### src/rtl/dm.sv
// rtl/dm.sv - ECAP5-DPROC decode stage: RV32I decode into a registered ALU micro-op
//
// Purpose: accepts one instruction/PC from fetch per valid/ready handshake,
// reads rs1/rs2 combinationally from the register file, and registers a fully
// decoded micro-op for execute. A single output register gives back-pressure
// toward fetch; flush_i from execute discards the held and incoming instruction.
//
// Optional feature macro: DM_ILLEGAL_DETECT_EN
//   defined   -> unsupported encodings produce a NOP micro-op with illegal_o=1
//   undefined -> illegal_o is tied to 0, unsupported encodings become silent NOPs
//
// Ports:
//   clk_i, rst_i                      clock, asynchronous active-high reset
//   instr_i, pc_i, input_valid_i      instruction and PC from fetch
//   input_ready_o                     decode accepts this cycle
//   flush_i                           execute redirect, discard held/incoming op
//   raddr1_o, raddr2_o                register file read addresses (comb)
//   rdata1_i, rdata2_i                register file read data (comb)
//   alu_operand1_o, alu_operand2_o    ALU operands
//   alu_op_o, alu_sub_o               ALU function (funct3) and subtract select
//   alu_shift_left_o                  shift direction
//   alu_signed_shift_o                arithmetic right shift
//   result_write_o, result_addr_o     writeback enable and destination register
//   branch_cond_o, branch_offset_o    branch condition and offset bits [20:1]
//   pc_o                              PC of the decoded instruction
//   illegal_o                         unsupported instruction
//   output_valid_o, output_ready_i    micro-op handshake toward execute

module dm (
  input  logic        clk_i,
  input  logic        rst_i,
  input  logic [31:0] instr_i,
  input  logic [31:0] pc_i,
  input  logic        input_valid_i,
  output logic        input_ready_o,
  input  logic        flush_i,
  output logic [4:0]  raddr1_o,
  output logic [4:0]  raddr2_o,
  input  logic [31:0] rdata1_i,
  input  logic [31:0] rdata2_i,
  output logic [31:0] alu_operand1_o,
  output logic [31:0] alu_operand2_o,
  output logic [2:0]  alu_op_o,
  output logic        alu_sub_o,
  output logic        alu_shift_left_o,
  output logic        alu_signed_shift_o,
  output logic        result_write_o,
  output logic [4:0]  result_addr_o,
  output logic [2:0]  branch_cond_o,
  output logic [19:0] branch_offset_o,
  output logic [31:0] pc_o,
  output logic        illegal_o,
  output logic        output_valid_o,
  input  logic        output_ready_i
);

  localparam logic [6:0] OPC_LUI    = 7'b0110111;
  localparam logic [6:0] OPC_AUIPC  = 7'b0010111;
  localparam logic [6:0] OPC_JAL    = 7'b1101111;
  localparam logic [6:0] OPC_BRANCH = 7'b1100011;
  localparam logic [6:0] OPC_OP_IMM = 7'b0010011;
  localparam logic [6:0] OPC_OP     = 7'b0110011;

  logic [6:0]  opcode;
  logic [2:0]  funct3;
  logic [4:0]  rd;
  logic [31:0] imm_i;
  logic [31:0] imm_u;
  logic [19:0] off_b;
  logic [19:0] off_j;

  assign opcode   = instr_i[6:0];
  assign funct3   = instr_i[14:12];
  assign rd       = instr_i[11:7];
  assign raddr1_o = instr_i[19:15];
  assign raddr2_o = instr_i[24:20];

  assign imm_i = {{20{instr_i[31]}}, instr_i[31:20]};
  assign imm_u = {instr_i[31:12], 12'b0};
  // Offsets are kept as bits [20:1] only; bit 0 is always zero.
  assign off_b = {{8{instr_i[31]}}, instr_i[31], instr_i[7], instr_i[30:25], instr_i[11:8]};
  assign off_j = {instr_i[31], instr_i[19:12], instr_i[20], instr_i[30:21]};

  logic [31:0] dec_op1, dec_op2;
  logic [2:0]  dec_alu_op, dec_cond;
  logic        dec_sub, dec_sl, dec_ss, dec_wr, dec_ill;
  logic [19:0] dec_off;
  logic [4:0]  dec_addr;

  always_comb begin
    dec_op1    = '0;
    dec_op2    = '0;
    dec_alu_op = 3'b000;
    dec_sub    = 1'b0;
    dec_sl     = 1'b0;
    dec_ss     = 1'b0;
    dec_wr     = 1'b0;
    dec_cond   = 3'b000;
    dec_off    = '0;
    dec_ill    = 1'b0;
    case (opcode)
      OPC_LUI: begin
        dec_op1 = imm_u;
        dec_wr  = (rd != 5'd0);
      end
      OPC_AUIPC: begin
        dec_op1 = pc_i;
        dec_op2 = imm_u;
        dec_wr  = (rd != 5'd0);
      end
      OPC_JAL: begin
        dec_op1  = pc_i;
        dec_op2  = 32'd4;
        dec_cond = 3'b001;
        dec_off  = off_j;
        dec_wr   = (rd != 5'd0);
      end
      OPC_BRANCH: begin
        if (funct3[2:1] == 2'b01) begin
          dec_ill = 1'b1;
        end else begin
          dec_op1  = rdata1_i;
          dec_op2  = rdata2_i;
          // BEQ/BNE map to 010/011; the signed/unsigned compares keep funct3.
          dec_cond = funct3[2] ? funct3 : {2'b01, funct3[0]};
          dec_off  = off_b;
        end
      end
      OPC_OP_IMM: begin
        dec_op1    = rdata1_i;
        dec_op2    = imm_i;
        dec_alu_op = funct3;
        dec_sl     = (funct3 == 3'b001);
        dec_ss     = (funct3 == 3'b101) & instr_i[30];
        dec_wr     = (rd != 5'd0);
      end
      OPC_OP: begin
        dec_op1    = rdata1_i;
        dec_op2    = rdata2_i;
        dec_alu_op = funct3;
        dec_sub    = (funct3 == 3'b000) & instr_i[30];
        dec_sl     = (funct3 == 3'b001);
        dec_ss     = (funct3 == 3'b101) & instr_i[30];
        dec_wr     = (rd != 5'd0);
      end
      default: dec_ill = 1'b1;
    endcase
    dec_addr = dec_ill ? 5'd0 : rd;
  end

  logic        capture;
  logic        valid_d, valid_q;
  logic [31:0] op1_d, op1_q, op2_d, op2_q, pc_d, pc_q;
  logic [2:0]  alu_op_d, alu_op_q, cond_d, cond_q;
  logic        sub_d, sub_q, sl_d, sl_q, ss_d, ss_q, wr_d, wr_q, ill_d, ill_q;
  logic [4:0]  addr_d, addr_q;
  logic [19:0] off_d, off_q;

  assign input_ready_o = flush_i | ~valid_q | output_ready_i;
  assign capture       = input_valid_i & input_ready_o & ~flush_i;

  always_comb begin
    valid_d  = valid_q;
    op1_d    = op1_q;
    op2_d    = op2_q;
    pc_d     = pc_q;
    alu_op_d = alu_op_q;
    cond_d   = cond_q;
    sub_d    = sub_q;
    sl_d     = sl_q;
    ss_d     = ss_q;
    wr_d     = wr_q;
    ill_d    = ill_q;
    addr_d   = addr_q;
    off_d    = off_q;
    if (output_ready_i | flush_i) begin
      valid_d = 1'b0;
    end
    if (capture) begin
      valid_d  = 1'b1;
      op1_d    = dec_op1;
      op2_d    = dec_op2;
      pc_d     = pc_i;
      alu_op_d = dec_alu_op;
      cond_d   = dec_cond;
      sub_d    = dec_sub;
      sl_d     = dec_sl;
      ss_d     = dec_ss;
      wr_d     = dec_wr;
      addr_d   = dec_addr;
      off_d    = dec_off;
`ifdef DM_ILLEGAL_DETECT_EN
      ill_d    = dec_ill;
`else
      ill_d    = 1'b0;
`endif
    end
  end

  always_ff @(posedge clk_i or posedge rst_i) begin
    if (rst_i) begin
      valid_q  <= 1'b0;
      op1_q    <= '0;
      op2_q    <= '0;
      pc_q     <= '0;
      alu_op_q <= '0;
      cond_q   <= '0;
      sub_q    <= 1'b0;
      sl_q     <= 1'b0;
      ss_q     <= 1'b0;
      wr_q     <= 1'b0;
      ill_q    <= 1'b0;
      addr_q   <= '0;
      off_q    <= '0;
    end else begin
      valid_q  <= valid_d;
      op1_q    <= op1_d;
      op2_q    <= op2_d;
      pc_q     <= pc_d;
      alu_op_q <= alu_op_d;
      cond_q   <= cond_d;
      sub_q    <= sub_d;
      sl_q     <= sl_d;
      ss_q     <= ss_d;
      wr_q     <= wr_d;
      ill_q    <= ill_d;
      addr_q   <= addr_d;
      off_q    <= off_d;
    end
  end

  assign output_valid_o     = valid_q;
  assign alu_operand1_o     = op1_q;
  assign alu_operand2_o     = op2_q;
  assign pc_o               = pc_q;
  assign alu_op_o           = alu_op_q;
  assign branch_cond_o      = cond_q;
  assign alu_sub_o          = sub_q;
  assign alu_shift_left_o   = sl_q;
  assign alu_signed_shift_o = ss_q;
  assign result_write_o     = wr_q;
  assign result_addr_o      = addr_q;
  assign branch_offset_o    = off_q;
  assign illegal_o          = ill_q;

endmodule

### config.mk
export PLATFORM = sky130hd
export DESIGN_NAME = dm
export DESIGN_NICKNAME = d
export VERILOG_FILES = /design/src/rtl/dm.sv
export SDC_FILE = /design/constraint.sdc
export NUM_CORES = 1
export LEC_CHECK = 0
export ABC_CLOCK_PERIOD_IN_PS = 4600
export CAP_MARGIN = 10
export CORE_ASPECT_RATIO = 1.4
export CORE_MARGIN = 8
export CORE_UTILIZATION = 44
export CTS_BUF_LIST = sky130_fd_sc_hd__clkbuf_8
export DETAILED_ROUTE_END_ITERATION = 8
export PLACE_DENSITY = 0.83
export SYNTH_ARGS = -nofsm -noshare
export SYNTH_HDL_FRONTEND = slang
export SYNTH_SLANG_ARGS = --single-unit
### constraint.sdc
create_clock -name clk_i -period 4.6 [get_ports clk_i]
set_clock_uncertainty 0.05 [all_clocks]
set_input_delay 0.69 -clock clk_i [delete_from_list [all_inputs] [get_ports clk_i]]
set_output_delay 0.69 -clock clk_i [all_outputs]
set_load 0.02 [all_outputs]
======== Word-level counts from Yosys, hierarchy flattened ========
Index checks and enable logic that the tools add are counted.
cells by class
  equality and inequality tests ........... 9
  reductions and logical operators ........ 6
  bitwise gates (word level) .............. 9
  mux-type cells .......................... 19
operator list
  kind                count
  $pmux 32 s5         1
  $pmux 32 s4         1
  $mux 32             2
  $pmux 20 s2         1
  $mux 20             1
  $eq 7x5->1 const B  2
  $eq 7x6->1 const B  2
  $eq 7x7->1 const B  2
  $mux 3              3
  $mux 1              7
  $pmux 3 s2          1
  $mux 5              1
  $reduce_bool 5->1   1
  $reduce_or 5->1     1
  $and 1x1->1         4
  $reduce_or 2->1     2
  $eq 3x1->1 const B  1
  $eq 3x3->1 const B  1
  $logic_not 3->1     1
  $or 1x1->1          3
  $eq 2x1->1 const B  1
  $not 1->1           2
  $pmux 1 s2          1
  $reduce_bool 2->1   1
word-level totals
  output and inout bits ................... 144
  input bits .............................. 133
  bits in registers ....................... 132
  logic and storage cells ................. 55

======== Logic depth before layout (Yosys ltp) ========
Gate-level depths: netlist of the first run.
  word-level depth ........................ 6
  depth in mapped cells ................... 9

======== Worst setup path before layout of the first run ========
Ideal clock, no wire load.
  kind .................................... input to register
  from .................................... input port instr_i[14]
  to ...................................... register op2_q[12] (netlist: alu_operand2_o[12])
  path buffers ............................ 3
  library setup time ...................... 0.077 ns
  setup slack ............................. 2.160 ns
  arrival ................................. 2.313 ns
  data required time ...................... 4.473 ns
  cell stages on the path ................. 9
  cells stage by stage .................... clkbuf_1 -> inv_1 -> ha_1 -> or3b_2 -> buf_2 -> buf_6 -> a211oi_1 -> o21ai_0 -> a21oi_1
between the ends
  longest elaborated chain between the ends .. 3
RTL lines
  item                  RTL line  source
  from (decl)           32        input logic [31:0] instr_i,
  $eq 2x1->1            119       if (funct3[2:1] == 2'b01) begin
  $mux 32               119
  $pmux 32 s5           101       case (opcode)
  to (signal assigned)  218       op2_q <= op2_d;
  to (decl)             153       logic [31:0] op1_d, op1_q, op2_d, op2_q, pc_d, pc_q;
No other way between the ends.
A chain may end at the register's enable or synchronous reset.

======== Worst setup path after layout of the first run ========
  from .................................... input port output_ready_i
  to ...................................... output port input_ready_o
between the ends
  longest elaborated chain between the ends .. 1
RTL lines
  item         RTL line  source
  from (decl)  54        input logic output_ready_i
  $or 1x1->1   159       assign input_ready_o = flush_i | ~valid_q | output_ready_i;
  to (decl)    35        output logic input_ready_o,
No other way between the ends.

==> metrics, run 1 <==
post-synthesis area per instance 9.27 um^2; time the worst path needs with I/O delays and setup 3020 ps; DRT iter0 DRCs 711; # IOs 277; Distinct cells, synth 49; number of filler cells placed in the layout 1141; number of global-route vias before repair 6814; remaining global-route overflow 0; detailed-routing iteration count for the pre-antenna-repair pass 6; number of flops mapped to enable cells by yosys 0; data required time of the worst path 3860 ps; buffer depth of the longest clock path 2; Core Box Area 14500 um^2; fraction of final layout cells with drive strength greater than 1 7.08%; per-cell routed wire length 21.7 um; family of cells with the greatest summed delay on the critical path buffers and inverters; Tcrit/Tclk final 65.6%; Clock Latency Late Sink 430 ps; wire length of the first global-routing pass 38.9 mm; commonest cells after routing, fill and taps aside sky130_fd_sc_hd__clkdlybuf4s50_1 (275), sky130_fd_sc_hd__nand2_1 (193), sky130_fd_sc_hd__dfrtp_1 (132); die boundary height 160 um; met3 usage in global routing 6.53%; Fmax 331 MHz; Main synth FF type sky130_fd_sc_hd__dfrtp_1; Routed WL 24.9 mm; post-synthesis cell area 6520 um^2; most heavily used metal layer in global routing met2; routed vias 6618; result of the run finished clean; area of combinational cells with multiple inputs 2800 um^2; Vias/cell 5.76; measured slew at the worst slew-check pin 1010 ps; cts-stage hold buffer count 0; number of nets in the layout 1081; number of max-slew violations in the final report 0; fraction of registers with async set/reset 100%; Power Density 284 nW/um^2; type of element launching the critical path input port; sequential cell area 3300 um^2; met2 capacity usage during global routing 44.3%; final RePlAce weighted congestion 0.840; post-synthesis sequential area ratio 50.7%; library cell appearing most often on the critical path sky130_fd_sc_hd__clkdlybuf4s50_1; Arrival @ worst endpoint 2280 ps; count of input and output buffers 275; number of warnings issued by yosys 0; total nets after synthesis 837; antenna violations before repair 0; clock tree root buffer cell sky130_fd_sc_hd__clkbuf_8; DIE AREA 19000 um^2; maximum number of pins on one net before global-route repair 109; # H-tree levels 4; Critical Path End Type output port; biggest fanout along the worst timing path 4; worst hold path type flip-flop to flip-flop; number of clock sinks seen by CTS 132; diode insertion count for antenna repair 0; slowest cell on the critical path sky130_fd_sc_hd__clkdlybuf4s50_1; number of resized instances in the post-cts repair step 0; Hold WS 423 ps; Cell Count, Final, Fillers Out 1149; met1 demand-to-capacity share in global routing 30.1%; clock transition time at the flip-flop clock pins of the worst setup and hold paths 80 ps; DRC errors left 0; die extent in x 119 um; clock tree from TritonCTS built; most common cell after layout, fill and taps aside sky130_fd_sc_hd__clkdlybuf4s50_1; row count 52; cell breakdown of the critical path clkdlybuf4s50_1 -> nor2b_1 -> nand2b_1 -> clkdlybuf4s50_1; initial core utilization 44.9%; count of state elements after synthesis 132; combined buffer and inverter count along the critical path 2; static leakage 3.87 nW; maxcap violations 0; sum of internal, switching and leakage power 2.76 mW; critical path class input port to output port; cell count after placement 1117; Area Growth Syn to Fin 49.4%; total negative slack for setup checks 0 ps; instance count of the mapped netlist 703; final hold viol count 0; Crit path largest cell delay 570 ps; unrepaired setup endpoints after global routing no; max-slew headroom at the worst pin 32.9%; Max VDD drop 0.000178 V; Setup-failing EPs final 0; post-CTS repair timing setup buffer count 0; post-route antenna net violation count 0; total global routing track utilization 26.0%; CTS Buf Count 17; detailed placement HPWL 18.2 mm
[stage by stage]
| stage | utilization, % | setup WS, ps | cell area (um^2) |
|---|---|---|---|
| 2_1_floorplan | - | 334 | 6520 |
| 4_1_cts | 67.1 | 1580 | 9740 |
| 3_3_place_gp | 64.3 | 1300 | 9340 |
| 6_report | 67.1 | 1580 | 9740 |
| 3_5_place_dp | 64.3 | 1210 | 9340 |
| 5_1_grt | 67.1 | 1470 | 9740 |
[power by group]
part / switching [mW] / internal, mW / leakage, nW
registers: 0.0247 / 1.21 / 1.79
clock network: 0.507 / 0.502 / 0.187
logic: 0.282 / 0.240 / 1.89
total: 0.814 / 1.95 / 3.87
[registers in the layout, summed over array words and instances (netlist names), 3 cells and up]
name             count
alu_operand2_o      32
branch_offset_o     20
alu_operand1_o      32
alu_op_o             3
result_addr_o        5
branch_cond_o        3
pc_o                32
[cell usage after synthesis (2+ instances only)]
library cell	n	area, um^2
sky130_fd_sc_hd__nand2_1	193	724
sky130_fd_sc_hd__dfrtp_1	132	3300
sky130_fd_sc_hd__a22oi_1	80	601
sky130_fd_sc_hd__o21ai_0	43	215
sky130_fd_sc_hd__a21oi_1	31	155
sky130_fd_sc_hd__clkbuf_1	28	105
sky130_fd_sc_hd__inv_1	24	90.1
sky130_fd_sc_hd__a211oi_1	19	143
sky130_fd_sc_hd__a22o_1	17	149
sky130_fd_sc_hd__buf_4	16	120
sky130_fd_sc_hd__buf_2	15	75.1
sky130_fd_sc_hd__o21ai_1	15	75.1
sky130_fd_sc_hd__a222oi_1	12	120
sky130_fd_sc_hd__a32oi_1	8	70.1
sky130_fd_sc_hd__nor2_1	8	30.0
sky130_fd_sc_hd__buf_1	6	22.5
sky130_fd_sc_hd__nand3_1	6	30.0
sky130_fd_sc_hd__a32o_1	5	50.1
sky130_fd_sc_hd__nor3_1	4	20.0
sky130_fd_sc_hd__buf_6	3	33.8
sky130_fd_sc_hd__nand2b_1	3	18.8
sky130_fd_sc_hd__nand3b_1	3	22.5
sky130_fd_sc_hd__a2111oi_4	2	55.1
sky130_fd_sc_hd__a31oi_1	2	12.5
sky130_fd_sc_hd__nand4b_1	2	17.5
sky130_fd_sc_hd__nand4bb_1	2	22.5
sky130_fd_sc_hd__or4_1	2	15.0
[area by class of cell]
cell class	count	share of cell area, %
Tap cell	189	2.43
Clock buffer	18	2.54
Multi-Input combinational cell	479	28.8
Timing Repair Buffer	293	29.8
Sequential cell	132	33.9
Inverter	24	0.976
Clock inverter	14	1.59
[kinds of logic (layout without fill, tap and decap cells)]
kind of cell / Yosys count / in the layout / synth area share, %
DFF: 132 / 132 / 50.7
adders and majority gates: 1 / 1 / 0.192
AOI/OAI and AO/OA: 241 / 241 / 26.3
and+or+nand+nor: 235 / 235 / 15.8
buffers and inverters: 92 / 349 / 6.85
other: 1 / 1 / 0.0575
xor gates and xnor gates: 1 / 1 / 0.134
[routing by layer]
metal | part of all wire [%] | wire, um | vias up
li1 | - | - | 3007
met1 | 38 | 9470 | 3194
met2 | 51 | 12700 | 363
met3 | 7.9 | 1970 | 54
met4 | 3.1 | 784 | 0
met5 | 0 | 0 | -
[worst register-to-register path, delay by kind of cell, from the launching register on]
family	cells	cell delay [ps]
flip-flops	1	340
AND/OR/NAND/NOR	2	1140
AO/OA/AOI/OAI	1	200
buffers and inverters	1	510
[path summary, 6_finish.rpt]
kind | startpoint | end | slack [ps] | cells after the start
min in group asynchronous | rst_i | alu_operand1_o[0]$_DFFE_PP0P_ | 810 | 2
setup reg to reg | output_valid_o$_DFFE_PP0P_ | result_write_o$_DFFE_PP0P_ | 2220 | 4
setup / recovery | output_ready_i | input_ready_o | 1580 | 4
hold reg to reg | pc_o[1]$_DFFE_PP0P_ | pc_o[1]$_DFFE_PP0P_ | 420 | 2
hold / removal | pc_o[1]$_DFFE_PP0P_ | pc_o[1]$_DFFE_PP0P_ | 420 | 2
max in group asynchronous | rst_i | pc_o[20]$_DFFE_PP0P_ | 2830 | 3
(Power assumes the default switching activity.)
==> run 2, diff against run 1 <==
ABC_CLOCK_PERIOD_IN_PS = 2600   (was 4600)
CORE_UTILIZATION = 40   (was 44)
PLACE_DENSITY = 0.79   (was 0.83)
clock period = 2.6 ns   (was 4.6 ns; I/O delays follow)
==> run 2 against run 1 <==
Cell count up 3.7%; via count up 1.2%; clock power up 100%; die area up 8.8%; total power up 87%; largest cell class unchanged; largest power group unchanged.
==> metrics, run 2 (synthesis gave the netlist of run 1 again) <==
time the worst path needs with I/O delays and setup 2170 ps; maximum number of pins on one net before global-route repair 79; number of global-route vias before repair 6743; Setup-failing EPs final 0; final hold viol count 0; utilization after layout 63.4%; Clock Latency Late Sink 440 ps; clock transition time at the flip-flop clock pins of the worst setup and hold paths 80 ps; max-slew headroom at the worst pin 52.5%; Fmax 461 MHz; critical path class flip-flop to output port; most common cell after layout, fill and taps aside sky130_fd_sc_hd__clkdlybuf4s50_1; Hold WS 361 ps; Core Box Area 16000 um^2; diode insertion count for antenna repair 0; row count 55; number of max-slew violations in the final report 0; number of nets in the layout 1114; DRC errors left 0; remaining global-route overflow 0; detailed placement HPWL 18.8 mm; Max VDD drop 0.000298 V; post-route antenna net violation count 0; family of cells with the greatest summed delay on the critical path buffers and inverters; antenna violations before repair 0; combined buffer and inverter count along the critical path 1; cts-stage hold buffer count 0; Crit path largest cell delay 560 ps; cell breakdown of the critical path nor2b_1 -> nand2b_1 -> clkdlybuf4s50_1; wire length of the first global-routing pass 38.9 mm; clock tree from TritonCTS built; data required time of the worst path 2160 ps; per-cell routed wire length 21.4 um; die extent in x 124 um; biggest fanout along the worst timing path 3; Tcrit/Tclk final 83.5%; final RePlAce weighted congestion 0.890; die boundary height 167 um; count of input and output buffers 275; commonest cells after routing, fill and taps aside sky130_fd_sc_hd__clkdlybuf4s50_1 (275), sky130_fd_sc_hd__nand2_1 (193), sky130_fd_sc_hd__dfrtp_1 (132); maxcap violations 0; number of resized instances in the post-cts repair step 0; initial core utilization 40.7%; register-to-register setup slack 760 ps; unrepaired setup endpoints after global routing no; Vias/cell 5.63; type of element launching the critical path flip-flop; DRT iter0 DRCs 641; r2r endpoint alu_operand1_o[20]$_DFFE_PP0P_; static leakage 4.10 nW; # H-tree levels 4; Routed WL 25.5 mm; post-CTS repair timing setup buffer count 0; number of clock sinks seen by CTS 132; fraction of final layout cells with drive strength greater than 1 10.1%; area of all placed cells without fillers 10200 um^2; total negative slack for setup checks 0 ps; Reg2Reg Depth 6; worst hold path type input port to asynchronous set/reset pin; DIE AREA 20700 um^2; slowest cell on the critical path sky130_fd_sc_hd__clkdlybuf4s50_1; buffer depth of the longest clock path 2; routed vias 6700; measured slew at the worst slew-check pin 708 ps; Power Density 509 nW/um^2; startpoint of the most critical register-to-register path output_valid_o$_DFFE_PP0P_; Placed Instance Area 9710 um^2; result of the run finished clean; Critical Path End Type output port; clock tree root buffer cell sky130_fd_sc_hd__clkbuf_8; CTS Buf Count 17; Area Growth Syn to Fin 55.9%; total global routing track utilization 24.3%; detailed-routing iteration count for the pre-antenna-repair pass 6; Arrival @ worst endpoint 1730 ps; # IOs 277
run 2: changes by cell type in the layout (fill, tap and decap cells not counted):
cell and change:
sky130_fd_sc_hd__buf_12 +9, sky130_fd_sc_hd__inv_8 -1, sky130_fd_sc_hd__clkinv_2 +2, sky130_fd_sc_hd__inv_6 -1, sky130_fd_sc_hd__clkinvlp_4 -4, sky130_fd_sc_hd__buf_4 +24, sky130_fd_sc_hd__bufinv_16 +3
run 2: layout make-up:
type / count / area [um^2]
multi-input cells: 479 / 2800
repair buffers: 326 / 3260
flip-flops and latches: 132 / 3300
well taps: 199 / 249
fillers: 1325 / 5870
clock inverters: 13 / 206
inverters: 24 / 93.8
clock buffers: 18 / 248
run 2: power breakdown:
group	switching, mW	internal, mW
Combinational	0.507	0.461
Sequential	0.0474	2.14
Clock	0.858	1.17
run 2: per-layer routing:
metal,share of wire [%],up-vias,GRT usage [%]
met1,39,3270,28.6
met3,6.8,49,5.65
met4,3.5,0,10.2
li1,-,3072,-
met2,51,309,40.8
met5,0,-,0
run 2: worst max path at each step:
stage	from	to	slack [ps]	depth (start not counted)
after floorplan	instr_i[14]	alu_operand2_o[12]$_DFFE_PP0P_	460	9
after CTS	output_valid_o$_DFFE_PP0P_	input_ready_o	430	3
after detailed placement	instr_i[6]	alu_operand2_o[0]$_DFFE_PP0P_	10	5
final	output_valid_o$_DFFE_PP0P_	input_ready_o	430	3
after global placement	instr_i[14]	alu_operand2_o[18]$_DFFE_PP0P_	130	8
after global routing	output_valid_o$_DFFE_PP0P_	input_ready_o	350	3
run 2: worst reg2reg max path, cell delays in order, from the launching register on:
cell and delay, ps:
sky130_fd_sc_hd__dfrtp_1 350, sky130_fd_sc_hd__nor2b_1 260, sky130_fd_sc_hd__or2_4 340, sky130_fd_sc_hd__buf_12 270
sky130_fd_sc_hd__buf_4 240, sky130_fd_sc_hd__nand2_1 60, sky130_fd_sc_hd__a32oi_1 170
run 2: per-stage QoR:
| stage | setup WS (ps) | power (mW) | cells |
|---|---|---|---|
| floorplan | 460 | 2.62 | 703 |
| global placement | 134 | 3.18 | 1160 |
| detailed placement | 13.7 | 3.20 | 1160 |
| CTS | 427 | 5.21 | 1191 |
| global route | 354 | 5.37 | 1191 |
| finish | 430 | 5.18 | 1191 |
